$ cat src/rtl/seg7_pkg.sv
// Shared 7-segment constants and BCD decode function for the scan driver and the legacy decoder.
package seg7_pkg;

    localparam int unsigned BCD_W = 4;
    localparam int unsigned SEG_W = 7;

    // Bit positions inside the {g,f,e,d,c,b,a} segment word
    localparam int unsigned SEG_A = 0;
    localparam int unsigned SEG_B = 1;
    localparam int unsigned SEG_C = 2;
    localparam int unsigned SEG_D = 3;
    localparam int unsigned SEG_E = 4;
    localparam int unsigned SEG_F = 5;
    localparam int unsigned SEG_G = 6;

    localparam logic [SEG_W-1:0] SEG_0     = 7'h3F;
    localparam logic [SEG_W-1:0] SEG_1     = 7'h06;
    localparam logic [SEG_W-1:0] SEG_2     = 7'h5B;
    localparam logic [SEG_W-1:0] SEG_3     = 7'h4F;
    localparam logic [SEG_W-1:0] SEG_4     = 7'h66;
    localparam logic [SEG_W-1:0] SEG_5     = 7'h6D;
    localparam logic [SEG_W-1:0] SEG_6     = 7'h7D;
    localparam logic [SEG_W-1:0] SEG_7     = 7'h07;
    localparam logic [SEG_W-1:0] SEG_8     = 7'h7F;
    localparam logic [SEG_W-1:0] SEG_9     = 7'h6F;
    localparam logic [SEG_W-1:0] SEG_BLANK = 7'h00;

    // Non-BCD codes 10..15 render as blank
    function automatic logic [SEG_W-1:0] bcd_to_seg(input logic [BCD_W-1:0] bcd);
        logic [SEG_W-1:0] s;
        case (bcd)
            4'd0:    s = SEG_0;
            4'd1:    s = SEG_1;
            4'd2:    s = SEG_2;
            4'd3:    s = SEG_3;
            4'd4:    s = SEG_4;
            4'd5:    s = SEG_5;
            4'd6:    s = SEG_6;
            4'd7:    s = SEG_7;
            4'd8:    s = SEG_8;
            4'd9:    s = SEG_9;
            default: s = SEG_BLANK;
        endcase
        return s;
    endfunction

endpackage

$ cat src/rtl/bcd_to_seg7.sv
// Combinational BCD to 7-segment decoder, shared with the legacy parallel display path.
module bcd_to_seg7
    import seg7_pkg::*;
(
    input  logic [BCD_W-1:0] bcd,
    output logic [SEG_W-1:0] seg
);

    assign seg = bcd_to_seg(bcd);

endmodule

$ cat src/rtl/seg7_scan_driver.sv
// Time-multiplexed 7-segment driver: one shared decoder, frame-synchronised loading,
// leading-zero blanking and per-digit blink.
module seg7_scan_driver
    import seg7_pkg::*;
#(
    parameter int unsigned N_DIGITS     = 3,
    parameter int unsigned SCAN_DIV     = 1000,
    parameter int unsigned BLINK_FRAMES = 64
) (
    input  logic                    clk,
    input  logic                    rst_n,
    input  logic [4*N_DIGITS-1:0]   bcd_in,
    input  logic                    load,
    input  logic [N_DIGITS-1:0]     blink_mask,
    input  logic                    blink_en,
    input  logic                    lzb_en,
    output logic [N_DIGITS-1:0]     an,
    output logic [SEG_W-1:0]        seg,
    output logic                    frame_start,
    output logic                    load_pending
);

    localparam int unsigned PW = (SCAN_DIV > 1) ? $clog2(SCAN_DIV) : 1;
    localparam int unsigned IW = (N_DIGITS > 1) ? $clog2(N_DIGITS) : 1;
    localparam int unsigned BW = (BLINK_FRAMES > 1) ? $clog2(BLINK_FRAMES) : 1;
    localparam int unsigned DW = 4 * N_DIGITS;

    localparam logic [PW-1:0]       PRESC_MAX = PW'(SCAN_DIV - 1);
    localparam logic [IW-1:0]       IDX_MAX   = IW'(N_DIGITS - 1);
    localparam logic [BW-1:0]       BLINK_MAX = BW'(BLINK_FRAMES - 1);
    localparam logic [N_DIGITS-1:0] AN_ONE    = N_DIGITS'(1);

    logic [PW-1:0]       presc;
    logic [IW-1:0]       idx;
    logic [BW-1:0]       blink_cnt;
    logic                blink_phase;
    logic [DW-1:0]       staged_bcd;
    logic [N_DIGITS-1:0] staged_mask;
    logic [DW-1:0]       shadow_bcd;
    logic [N_DIGITS-1:0] shadow_mask;

    logic                tick;
    logic                boundary;
    logic                zero_run;
    logic [N_DIGITS-1:0] lz_blank;
    logic [BCD_W-1:0]    cur_bcd;
    logic                cur_blank;
    logic [SEG_W-1:0]    dec_seg;

    assign tick     = (presc == PRESC_MAX);
    assign boundary = tick && (idx == IDX_MAX);

    // Digit i>0 is a leading zero when it and every higher digit are zero
    always_comb begin
        lz_blank = '0;
        zero_run = 1'b1;
        for (int i = N_DIGITS - 1; i >= 0; i--) begin
            zero_run = zero_run && (shadow_bcd[4*i +: 4] == 4'd0);
            if (i > 0) begin
                lz_blank[i] = lzb_en && zero_run;
            end
        end
    end

    always_comb begin
        cur_bcd   = '0;
        cur_blank = 1'b0;
        for (int i = 0; i < N_DIGITS; i++) begin
            if (idx == IW'(i)) begin
                cur_bcd   = shadow_bcd[4*i +: 4];
                cur_blank = lz_blank[i] || (blink_en && shadow_mask[i] && blink_phase);
            end
        end
    end

    bcd_to_seg7 u_dec (
        .bcd (cur_bcd),
        .seg (dec_seg)
    );

    // Scan timing and registered display outputs
    always_ff @(posedge clk or negedge rst_n) begin
        if (!rst_n) begin
            presc       <= '0;
            idx         <= '0;
            an          <= '0;
            seg         <= '0;
            frame_start <= 1'b0;
        end else begin
            presc       <= tick ? '0 : presc + PW'(1);
            if (tick) begin
                idx <= (idx == IDX_MAX) ? '0 : idx + IW'(1);
            end
            frame_start <= boundary;
            an          <= AN_ONE << idx;
            seg         <= cur_blank ? SEG_BLANK : dec_seg;
        end
    end

    // Staged value is promoted only at the frame boundary so a frame never tears
    always_ff @(posedge clk or negedge rst_n) begin
        if (!rst_n) begin
            staged_bcd   <= '0;
            staged_mask  <= '0;
            shadow_bcd   <= '0;
            shadow_mask  <= '0;
            load_pending <= 1'b0;
        end else begin
            if (load) begin
                staged_bcd  <= bcd_in;
                staged_mask <= blink_mask;
            end
            if (boundary) begin
                load_pending <= 1'b0;
                if (load) begin
                    shadow_bcd  <= bcd_in;
                    shadow_mask <= blink_mask;
                end else if (load_pending) begin
                    shadow_bcd  <= staged_bcd;
                    shadow_mask <= staged_mask;
                end
            end else if (load) begin
                load_pending <= 1'b1;
            end
        end
    end

    always_ff @(posedge clk or negedge rst_n) begin
        if (!rst_n) begin
            blink_cnt   <= '0;
            blink_phase <= 1'b0;
        end else if (boundary) begin
            if (blink_cnt == BLINK_MAX) begin
                blink_cnt   <= '0;
                blink_phase <= ~blink_phase;
            end else begin
                blink_cnt <= blink_cnt + BW'(1);
            end
        end
    end

endmodule

$ cat config.mk
export PLATFORM = sky130hd
export DESIGN_NAME = seg7_scan_driver
export DESIGN_NICKNAME = d
export VERILOG_FILES = /design/src/rtl/seg7_pkg.sv /design/src/rtl/bcd_to_seg7.sv /design/src/rtl/seg7_scan_driver.sv
export SDC_FILE = /design/constraint.sdc
export NUM_CORES = 1
export LEC_CHECK = 0
export ABC_AREA = 1
export BUFFER_PORTS_ARGS = -buffer_cell sky130_fd_sc_hd__buf_4
export CAP_MARGIN = 20
export CORE_UTILIZATION = 62
export DETAILED_ROUTE_END_ITERATION = 8
export PLACE_DENSITY = 0.82
export SLEW_MARGIN = 20
export SYNTH_ARGS = -nofsm -noshare
export SYNTH_HDL_FRONTEND = slang
export SYNTH_HIERARCHICAL = 1
export SYNTH_SLANG_ARGS = --single-unit
$ cat constraint.sdc
create_clock -name clk -period 4.6 [get_ports clk]
set_clock_uncertainty 0.05 [all_clocks]
set_input_delay 0.23 -clock clk [delete_from_list [all_inputs] [get_ports clk]]
set_output_delay 0.23 -clock clk [all_outputs]
set_load 0.01 [all_outputs]
==> summary.md <==
* slack of the worst reg-to-reg path: 2010 ps
* Worst path top cell family by delay: simple AND/OR/NAND/NOR gates
* number of optimization iterations in the first detailed-route pass: 6
* leading cell type in the layout, fill and taps excluded: sky130_fd_sc_hd__nand2_1
* Max IR drop VDD: 0.238 mV
* unrepaired setup endpoints after global routing: false
* share of cells above drive strength 1: 0.152
* master cell of the clock root buffer: sky130_fd_sc_hd__clkbuf_8
* Synth Register Bits: 61
* synth warn: 6
* chip width: 71.0 um
* buffer depth of the longest clock path: 2
* final critical-path share of the clock period: 0.562
* pre-CTS worst setup slack: 2080 ps
* portion of total power attributed to the clock network: 0.417
* Reg power frac: 0.541
* finished layout cell area: 3340 um2
* remaining antenna violation count after routing: 0
* slew at the pin with the worst max-slew slack: 1000 ps
* setup TNS after final layout: 0 ps
* capture endpoint of the worst hold path: staged_bcd[9]
* Avg Cell Area, Syn: 8.26 um2
* post-route minimum period: 2590 ps
* critical path class: reg -> reg
* post-route worst hold slack: 56.2 ps
* TritonCTS Sinks: 61
* P_leak: 1.78 nW
* switching power total: 0.233 mW
* highest-count cells in the layout ignoring fill and taps: 149 x sky130_fd_sc_hd__nand2_1, 61 x sky130_fd_sc_hd__dfrtp_1, 33 x sky130_fd_sc_hd__inv_1
* max-slew violation count: 0
* Final Setup Violations: 0
* run status: complete, no violations
* half-perimeter wire length after placement: 3760 um
* postcts setup bufs: 0
* Rows: 24
* average vias per placed instance: 5.18
* sequential share of the synthesized area: 0.518
* number of buffers added by the clock tree synthesis step: 9
* reg2reg path depth: 11
* CTS tree: yes
* GR Overflow Total: 0
* internal power summed over all cells: 0.786 mW
* synthesis-to-layout area growth: 13.1%
* count of nets after finishing: 418
* Achievable Freq: 386 MHz
* routed wire length per instance: 12.5 um
* hold depth: 3
* DRC: 0
* cell at the slowest stage of the critical path: sky130_fd_sc_hd__nor2_4
* detailed router's first-iteration violation count: 130
* placed cell count: 430
* reg2reg start: idx[0]
* crit-path max FO: 24
* remaining max-slew budget at the tightest pin: 0.333
* antenna cell count: 0
* cell count after synthesis: 357
* clock slew seen by the registers of the worst setup and hold paths: 70 ps
* critical path depth in cells: 11
* startpoint of the tightest hold check path: bcd_in[9]
* CP max stage delay: 520 ps
* Sw Ratio: 0.229
* power per cell area: 306 nW/um2
* overall global routing resource usage: 0.259
* buffer and inverter count on the worst path: 3
* via count of the first global-routing pass: 2287
* most used cell along the critical path: sky130_fd_sc_hd__nand2_1
* routed via count: 2316
* area of the die: 5040 um2
* starting density of the core: 0.659
* die span in y: 71.0 um
* combinational cell fraction of total power: 0.042
* reg-to-reg endpoint: seg[3]
* crit-path cells: nor2_4, inv_1, o211ai_1, inv_1, ha_1, nand2_1, nand2_1, nand2_1, nand2_1, inv_1, nor2_1
* Max H-tree Level: 3
* Synth Net Count: 385
* count of input and output buffers: 31
* number of standard cells in the final layout excluding fillers: 447
* core region area: 4470 um2
* instance area after placement: 3150 um2
* # Max-Cap Violations: 0
* Total Wirelength: 5600 um
* # fillers: 344
* global-route wire length before repair: 10000 um
* nature of the critical path endpoint: flip-flop
* initial antenna violation count: 0
* CP arrival: 2810 ps
* later-pin clock latency in the skew report: 350 ps
* worst-case setup margin in the final layout: 2010 ps
* Critical Path RT: 4820 ps
* gpl congestion: 0.814
* combined area of all synthesized cells: 2950 um2
* pin count of the biggest net entering global routing: 62
* count of cell types in the netlist: 26
* sort of element at the start of the critical path: flip-flop
* I/O Pins: 32
* final hold violations: 0
* Min-Delay Path Class: in -> reg
[layout make-up]
type,instances,area (um2),area share
inverters,36,135,0.0405
well taps,52,65.1,0.0195
clock buffers,12,155,0.0465
clock inverters,4,22.5,0.00675
flip-flops and latches,61,1530,0.458
repair buffers,32,243,0.0728
multi-input cells,250,1190,0.356
[cells by family (layout without fill, tap and decap cells)]
logic type | count (synthesis) | in the layout | synth area share
AOI/OAI and AO/OA | 19 | 19 | 0.0356
and+or+nand+nor | 219 | 219 | 0.322
buffers and inverters | 46 | 84 | 0.0793
xor gates and xnor gates | 4 | 4 | 0.0119
DFF | 61 | 61 | 0.518
adders and majority gates | 8 | 8 | 0.0339
[worst max path at each step]
stage	startpoint	to	slack, ps
after CTS	idx[0]	seg[3]	2020
after global routing	idx[0]	seg[3]	1760
after floorplan	idx[0]	seg[3]	2670
after global placement	idx[0]	seg[3]	2240
final	idx[0]	seg[3]	2010
after detailed placement	idx[0]	seg[3]	2080
[sequential cells by signal, summed over array words and instances (netlist names)]
| name | cells |
|---|---|
| load_pending | 1 |
| frame_start | 1 |
| seg | 7 |
| an | 3 |
| staged_bcd | 12 |
| shadow_mask | 3 |
| presc | 10 |
| idx | 2 |
| shadow_bcd | 12 |
| blink_cnt | 6 |
| blink_phase | 1 |
| staged_mask | 3 |
[repair_timing]
action | CTS | global route
endpoints found under the hold margin | 61 | 0
endpoints found under the setup margin | 0 | 0
gates resized for setup | 0 | 0
hold buffers | 1 | 0
[through the flow]
stage                     power (mW)   util
after floorplan                0.577      -
after global routing            1.05  0.746
after CTS                       1.02  0.746
after detailed placement       0.604  0.704
after global placement         0.602  0.704
final                           1.02  0.746
[power by group through the flow]
stage	Sequential [mW]	Clock [mW]	Combinational, mW
final	0.551	0.426	0.0424
after global routing	0.552	0.452	0.0495
after CTS	0.551	0.430	0.0435
after detailed placement	0.561	0	0.0430
after global placement	0.561	0	0.0418
after floorplan	0.560	0	0.0168
[worst min-delay path: cells and delay by family]
family / cells / cell delay (ps)
buffers and inverters: 1 / 80
and+or+nand+nor: 2 / 110
[Yosys cell counts, drive strengths merged]
master,instances,area share
xor2,2,0.0059
dfrtp,61,0.52
nand4,17,0.038
o21bai,2,0.0051
o211ai,2,0.0051
nor3,1,0.0017
a21oi,4,0.0068
buf,5,0.014
ha,8,0.034
nand2,153,0.20
xnor2,2,0.0059
nor2,32,0.048
o21ai,11,0.019
nand3,15,0.033
clkbuf,5,0.020
or2,1,0.0021
inv,36,0.046
[metal layers]
metal | vias up | GRT usage | wire, um
li1 | 1180 | - | -
met1 | 1074 | 0.328 | 2630
met2 | 50 | 0.428 | 2600
met3 | 12 | 0.0670 | 250
met4 | 0 | 0.104 | 112
met5 | - | 0 | 0
(Power assumes the default switching activity.)
